### config.mk
export PLATFORM = sky130hd
export DESIGN_NAME = mult_share_arbiter
export DESIGN_NICKNAME = d
export VERILOG_FILES = /design/src/rtl/mult_share_arbiter.sv
export SDC_FILE = /design/constraint.sdc
export NUM_CORES = 2
export LEC_CHECK = 0
export BUFFER_PORTS_ARGS = -buffer_cell sky130_fd_sc_hd__buf_4
export CAP_MARGIN = 20
export CELL_PAD_IN_SITES_DETAIL_PLACEMENT = 1
export CELL_PAD_IN_SITES_GLOBAL_PLACEMENT = 1
export CORE_AREA = 2 2 252 254
export CTS_CLUSTER_SIZE = 14
export DETAILED_ROUTE_END_ITERATION = 10
export DIE_AREA = 0 0 254 256
export MAX_ROUTING_LAYER = met4
export PLACE_DENSITY = 0.9
export SLEW_MARGIN = 0
export SYNTH_ARGS = -nofsm -noshare
export SYNTH_HDL_FRONTEND = slang
export SYNTH_SLANG_ARGS = --single-unit
### constraint.sdc
create_clock -name clk_i -period 10.5 [get_ports clk_i]
set_clock_uncertainty 0.05 [all_clocks]
set_input_delay 1.575 -clock clk_i [delete_from_list [all_inputs] [get_ports clk_i]]
set_output_delay 1.575 -clock clk_i [all_outputs]
set_load 0.01 [all_outputs]
### src/rtl/mult_share_arbiter.sv
// Round-robin front end sharing one pipelined signed fixed-point multiplier
// among NUM_REQ requesters. Each requester may have one operation in flight,
// so responses return in issue order per requester. Pipeline: S1 operands,
// S2 full product, OUT quantized result; all three freeze while the current
// OUT owner withholds resp_ready.
module mult_share_arbiter #(
  parameter int NUM_REQ    = 4,
  parameter int DATA_WIDTH = 32,
  parameter int QUANT_BITS = 10
) (
  input  logic                          clk_i,
  input  logic                          rst_ni,
  input  logic [NUM_REQ-1:0]            req_valid_i,
  input  logic [NUM_REQ*DATA_WIDTH-1:0] req_a_i,
  input  logic [NUM_REQ*DATA_WIDTH-1:0] req_b_i,
  output logic [NUM_REQ-1:0]            req_ready_o,
  output logic [NUM_REQ-1:0]            resp_valid_o,
  output logic [DATA_WIDTH-1:0]         resp_data_o,
  input  logic [NUM_REQ-1:0]            resp_ready_i,
  output logic                          busy_o
);

  localparam int TAG_W  = (NUM_REQ > 1) ? $clog2(NUM_REQ) : 1;
  localparam int PROD_W = 2 * DATA_WIDTH;
  localparam logic [TAG_W-1:0] LAST_RST = TAG_W'(NUM_REQ - 1);

  logic                     s1_valid_q, s2_valid_q, out_valid_q;
  logic [DATA_WIDTH-1:0]    s1_a_q, s1_b_q;
  logic [TAG_W-1:0]         s1_tag_q, s2_tag_q, out_tag_q;
  logic signed [PROD_W-1:0] s2_prod_q, prod_d;
  logic [DATA_WIDTH-1:0]    out_data_q, quant_d;
  logic [NUM_REQ-1:0]       outstanding_q, outstanding_d;
  logic [TAG_W-1:0]         last_q, last_d;

  logic [NUM_REQ-1:0]       eligible;
  logic                     win_found;
  logic [TAG_W-1:0]         win_idx, cand;
  logic [DATA_WIDTH-1:0]    win_a, win_b;
  logic                     stall, accept, resp_fire;
  logic signed [PROD_W-1:0] a_ext, b_ext;

  assign eligible  = req_valid_i & ~outstanding_q;
  assign stall     = out_valid_q & ~resp_ready_i[out_tag_q];
  assign resp_fire = out_valid_q &  resp_ready_i[out_tag_q];
  assign accept    = |(req_valid_i & req_ready_o);
  assign win_a     = req_a_i[int'(win_idx)*DATA_WIDTH +: DATA_WIDTH];
  assign win_b     = req_b_i[int'(win_idx)*DATA_WIDTH +: DATA_WIDTH];

  // Round-robin search from last+1; scanning downward lets the nearest hit win.
  always_comb begin
    win_found = 1'b0;
    win_idx   = '0;
    cand      = '0;
    for (int k = NUM_REQ; k >= 1; k--) begin
      cand = TAG_W'((int'(last_q) + k) % NUM_REQ);
      if (eligible[cand]) begin
        win_found = 1'b1;
        win_idx   = cand;
      end
    end
  end

  // Grant is withheld while stalled and while reset is held.
  always_comb begin
    req_ready_o = '0;
    if (win_found && !stall && rst_ni) req_ready_o[win_idx] = 1'b1;
  end

  // Response side: one-hot valid steered by the OUT tag.
  always_comb begin
    resp_valid_o = '0;
    if (out_valid_q) resp_valid_o[out_tag_q] = 1'b1;
  end

  assign resp_data_o = out_data_q;
  assign busy_o      = s1_valid_q | s2_valid_q | out_valid_q;

  // Full-width signed product, then floor shift and wrap to the result width.
  always_comb begin
    a_ext   = {{DATA_WIDTH{s1_a_q[DATA_WIDTH-1]}}, s1_a_q};
    b_ext   = {{DATA_WIDTH{s1_b_q[DATA_WIDTH-1]}}, s1_b_q};
    prod_d  = a_ext * b_ext;
    quant_d = DATA_WIDTH'(s2_prod_q >>> QUANT_BITS);
  end

  // Outstanding flags and round-robin pointer next state; the clear of a
  // finishing tag and the set of a new grant never hit the same requester.
  always_comb begin
    outstanding_d = outstanding_q;
    if (resp_fire) outstanding_d[out_tag_q] = 1'b0;
    if (accept)    outstanding_d[win_idx]   = 1'b1;
    last_d = accept ? win_idx : last_q;
  end

  // Arbitration state registers.
  always_ff @(posedge clk_i or negedge rst_ni) begin
    if (!rst_ni) begin
      outstanding_q <= '0;
      last_q        <= LAST_RST;
    end else begin
      outstanding_q <= outstanding_d;
      last_q        <= last_d;
    end
  end

  // Pipeline stages advance together unless the output owner stalls.
  always_ff @(posedge clk_i or negedge rst_ni) begin
    if (!rst_ni) begin
      s1_valid_q  <= 1'b0;
      s1_a_q      <= '0;
      s1_b_q      <= '0;
      s1_tag_q    <= '0;
      s2_valid_q  <= 1'b0;
      s2_prod_q   <= '0;
      s2_tag_q    <= '0;
      out_valid_q <= 1'b0;
      out_data_q  <= '0;
      out_tag_q   <= '0;
    end else if (!stall) begin
      s1_valid_q  <= accept;
      s1_a_q      <= win_a;
      s1_b_q      <= win_b;
      s1_tag_q    <= win_idx;
      s2_valid_q  <= s1_valid_q;
      s2_prod_q   <= prod_d;
      s2_tag_q    <= s1_tag_q;
      out_valid_q <= s2_valid_q;
      out_data_q  <= quant_d;
      out_tag_q   <= s2_tag_q;
    end
  end

endmodule

; Word level (Yosys, flattened, before mapping)
; Index checks and enable logic that the tools add are counted.
[classes]
n_addsub = 4
mul = 1
n_lt_le_gt_ge = 8
shift = 2
mux = 26
bitwise = 11
reduce_logical = 6
[ops]
columns = cell, count
row1 = indexed part select 128 x 8 -> 32 bit, 2
row2 = multiplier 32 x 32 -> 42 bit, 1
row3 = < comparator 2 x 3 -> 1 bit (second input constant), 6
row4 = two-way mux 4 bit, 4
row5 = AND 4 bit, 3
row6 = two-way mux 1 bit, 11
row7 = binary-select mux 1 bit (select 2 bit), 5
row8 = two-way mux 2 bit, 4
row9 = inverter 4 bit, 2
row10 = adder 2 x 1 -> 2 bit (second input constant), 2
row11 = adder 2 bit (second input constant), 2
row12 = demux 1 bit (select 2 bit), 2
row13 = greater-or-equal comparator 2 x 1 -> 1 bit (second input constant), 2
row14 = logical AND 1 bit, 4
row15 = OR 4 bit, 1
row16 = OR reduction 4 bit, 1
row17 = AND 1 bit, 2
row18 = OR 1 bit, 2
row19 = zero test 1 bit, 1
row20 = inverter 1 bit, 1
[word_totals]
regBits = 153
in_bits = 266
output_inout_bits = 41
wordCells = 70

; Longest topological paths before layout
[depth]
word_depth = 16
depth_mapped = 27
mapped_depth_nobuf = 26

; Least setup slack after synthesis
; Ideal clock, no wire load.
[synth_timing]
path_type = flip-flop to flip-flop
from = register s1_a_q[13]
to = register s2_prod_q[39]
setup_time_ns = 0.121
arrival_time_ns = 6.741
required_ns = 10.329
slack_ns = 3.588
path_stages_with_launch = 24
n_path_buf = 2
synth_period_minus_slack_ns = 6.912
path_cell_list = dfrtp_1 > clkbuf_1 > clkbuf_1 > nand2_1 > fa_1 > fa_1 > fa_1 > inv_1 > fa_1 > inv_1 > fa_1 > inv_1 > fa_1 > fa_1 > fa_1 > ha_1 > and4_1 > a221oi_1 > nor2_1 > a211oi_2 > nand2_2 > a31oi_2 > mux2i_1 > a22o_1
[synth_via]
elab_chain_len = 1
[synth_rtl]
columns = item, line
row1 = start: declaration, 28  ; logic [DATA_WIDTH-1:0] s1_a_q, s1_b_q;
row2 = start signal: assignment, 121  ; s1_a_q <= win_a;
row3 = multiplier 32 x 32 -> 42 bit, 82  ; prod_d = a_ext * b_ext;
row4 = end signal: assignment, 125  ; s2_prod_q <= prod_d;
row5 = end: declaration, 30  ; logic signed [PROD_W-1:0] s2_prod_q, prod_d;
; No other way between the ends.
; A chain may end at the register's enable or synchronous reset.

; Worst setup path after layout
[layout_timing]
from = register s1_b_q[8]
to = register s2_prod_q[36]
[layout_via]
elab_chain_len = 1
[layout_rtl]
columns = item, line
row1 = start: declaration, 28
row2 = start signal: assignment, 122  ; s1_b_q <= win_b;
row3 = multiplier 32 x 32 -> 42 bit, 82
; No other way between the ends.

==> results_dict.tcl <==
set metrics [dict create \
    io-pin-count 307 \
    synth-edff-count 0 \
    slew_viol_final 0 \
    nFillCells 7383 \
    synth.top_cells.by_area "fa_1, dfrtp_1, and2_1" \
    grt_pass1_vias 31900 \
    die-width_um 254 \
    period_share 0.822 \
    critical_path_buf_inv_count 4 \
    wire_length_of_the_first_global_routing_pass_um 177000 \
    maximum_clock_insertion_buffer_count 2 \
    wl_per_cell_um 24.5 \
    totalWireLength_um 114000 \
    detail_route.vias_per_cell 5.74 \
    worstSkewPairLatency_ns 0.51 \
    cts_tree "yes" \
    grt.overflow.total 0 \
    synth_cell_type_count 55 \
    netlist.top_cell.by_area "fa_1" \
    crit_start_category "register" \
    number_of_core_rows 92 \
    number_of_setup_buffers_added_after_cts 0 \
    htreeDepth 4 \
    grt_antenna_before_repair 3 \
    floorplan.initialDensity 0.516 \
    cts.repair.resized 0 \
    finalWeightedCongestion 0.890 \
    yosysTopAreaCellShare 0.432 \
    cp_data_required_time_ns 10.77 \
    hold_viol_final 0 \
    final_antenna_net_count 0 \
    timing.critical_path.slowest_stage_cell "dfrtp_1" \
    dieArea_sq_um 65000 \
    per_instance_average_area_after_synthesis_sq_um 8.81 \
    core_region_sq_um 62400 \
    ctsHoldBuffers 0 \
    crit_path_end_kind "register" \
    fin_setup_tns_ns 0 \
    slew_headroom 0.201 \
    routed_via_count 26800 \
    post_synth_most_frequent_cells "inv_1, fa_1, and2_1" \
    yosys.cell_count.top_type "inv_1" \
    worst_path_dominant_cell_family "adder cells" \
    first_iter_violations 1788 \
    timing.critical_path.mode_cell "fa_1" \
    synthesis.area_sq_um 32200 \
    yosys_register_bits 143 \
    layout-drive-gt1-share 0.116 \
    buffer_type_at_the_clock_tree_root "clkbuf_16" \
    critical_path.max_fanout 18 \
    synthesized_instance_count 3651 \
    finalSetupViolations 0 \
    clk_pin_slew_worst_paths_ns 0.09 \
    layout-area-overhead-vs-synth_pct 11.0 \
    max_cap_violations 0 \
    tightestPinTransition_ns 1.20 \
    clock.fmax_ghz 0.116 \
    layout.nets 4924 \
    synth-seq-area-share 0.111 \
    cts_inserted_buffers 17 \
    rsz0062_at_grt "no" \
    buffer_ports.inserted 306 \
    count_of_clock_tree_sinks 143 \
    chipHeight_um 256 \
    final_period_demand_of_the_worst_path_ns 8.63 \
    prevailing_post_synth_register_cell "dfrtp_1" \
    path_class "reg2reg" \
    maximum_number_of_pins_on_one_net_before_global_route_repair 242 \
    hold_path.class "reg2reg" \
    asyncSetResetFlopFracSynth 1.00 \
    number_of_design_rule_violations_left_after_detail_routing 0 \
    worstPathCellList "buf_4 > nand2_1 > fa_1 > inv_1 > fa_1 > inv_1 > fa_1 > inv_1 > fa_1 > fa_1 > fa_1 > fa_1 > fa_1 > ha_1 > and4_1 > a221oi_1 > nor2_1 > a211oi_2 > nand2_2 > a31oi_1 > xor2_1 > o21ai_0" \
    gr-usage-all-layers 0.375 \
    first_pass_iters 5 \
    ys_warn_count 0 \
    place.detailed.hpwl_um 88500 \
    arrival_ns 8.90 \
    max_stage_delay_ns 0.83 \
    synth_fp_nets 4768 \
    run_status "finished, final reports clean" \
]
## cells in the final DEF (no fill, tap or decap), types with 5 or more instances in the layout
cell / count
nor3b_1: 7
nor2b_1: 13
and3_1: 8
o21ai_1: 30
clkbuf_16: 17
dfrtp_1: 141
mux2_2: 40
nand2_1: 509
xnor2_1: 58
diode_2: 5
xor2_1: 16
o21ai_0: 136
nand2b_1: 10
a21oi_1: 18
inv_1: 715
buf_4: 353
o31ai_1: 8
o21bai_1: 5
nor2_1: 214
a21o_1: 21
ha_1: 157
nand3_1: 71
fa_1: 694
and2_1: 510
## through the flow
step                instances  setup slack, ns  utilization  cell area [sq um]  hold WS, ns
floorplan                3651             3.59            -              32200        0.391
global placement         4634             2.78        0.563              35100        0.399
global route             4671             1.66        0.573              35700        0.453
detailed placement       4634             2.30        0.563              35100        0.411
finish                   4671             1.87        0.573              35700        0.423
CTS                      4666             2.03        0.572              35700        0.428
## path summary, 6_finish.rpt
kind	startpoint	slack [ns]	cells after the start	end
max	s1_b_q[8]	1.87	22	s2_prod_q[36]
min	outstanding_q[2]	0.42	1	outstanding_q[2]
max reg2reg	s1_b_q[8]	1.87	22	s2_prod_q[36]
min reg2reg	outstanding_q[2]	0.42	1	outstanding_q[2]
max in group asynchronous	rst_ni	7.63	3	s1_b_q[26]
min in group asynchronous	rst_ni	0.94	1	resp_data_o[19]
## state kept, by name, summed over array words and instances (netlist names), 4 cells and up
register and cells:
resp_data_o 32, s2_prod_q 32, outstanding_q 4, s1_b_q 32
s1_a_q 32
## cells by family (layout without fill, tap and decap cells)
logic type | after synthesis | count (layout) | synth area share
compound gates | 246 | 246 | 0.0445
fa+ha+maj | 851 | 851 | 0.493
other cells | 0 | 5 | 0
xor+xnor | 74 | 74 | 0.0201
mux | 42 | 42 | 0.0150
flops | 143 | 143 | 0.111
simple gates | 1362 | 1362 | 0.207
buf+inv | 933 | 1102 | 0.110
## final cells by class
| class | count | area [sq um] | area share |
|---|---|---|---|
| Multi-Input combinational cell | 2575 | 25100 | 0.703 |
| Sequential cell | 143 | 3580 | 0.100 |
| Inverter | 715 | 2680 | 0.0751 |
| Timing Repair Buffer | 355 | 2680 | 0.0751 |
| Tap cell | 846 | 1060 | 0.0296 |
| Clock buffer | 18 | 429 | 0.0120 |
| Clock inverter | 14 | 175 | 0.00490 |
| Antenna cell | 5 | 12.5 | 0.000350 |
## routing by layer
layer,up-vias,wire length (um),global-route usage
li1,11000,-,-
met1,13700,39000,0.394
met2,1467,59000,0.634
met3,650,7300,0.0679
met4,0,9080,0.266
met5,-,0,-
Power is not shown: default switching activity piles up to over one toggle a cycle in this logic, so the estimate is an artifact.
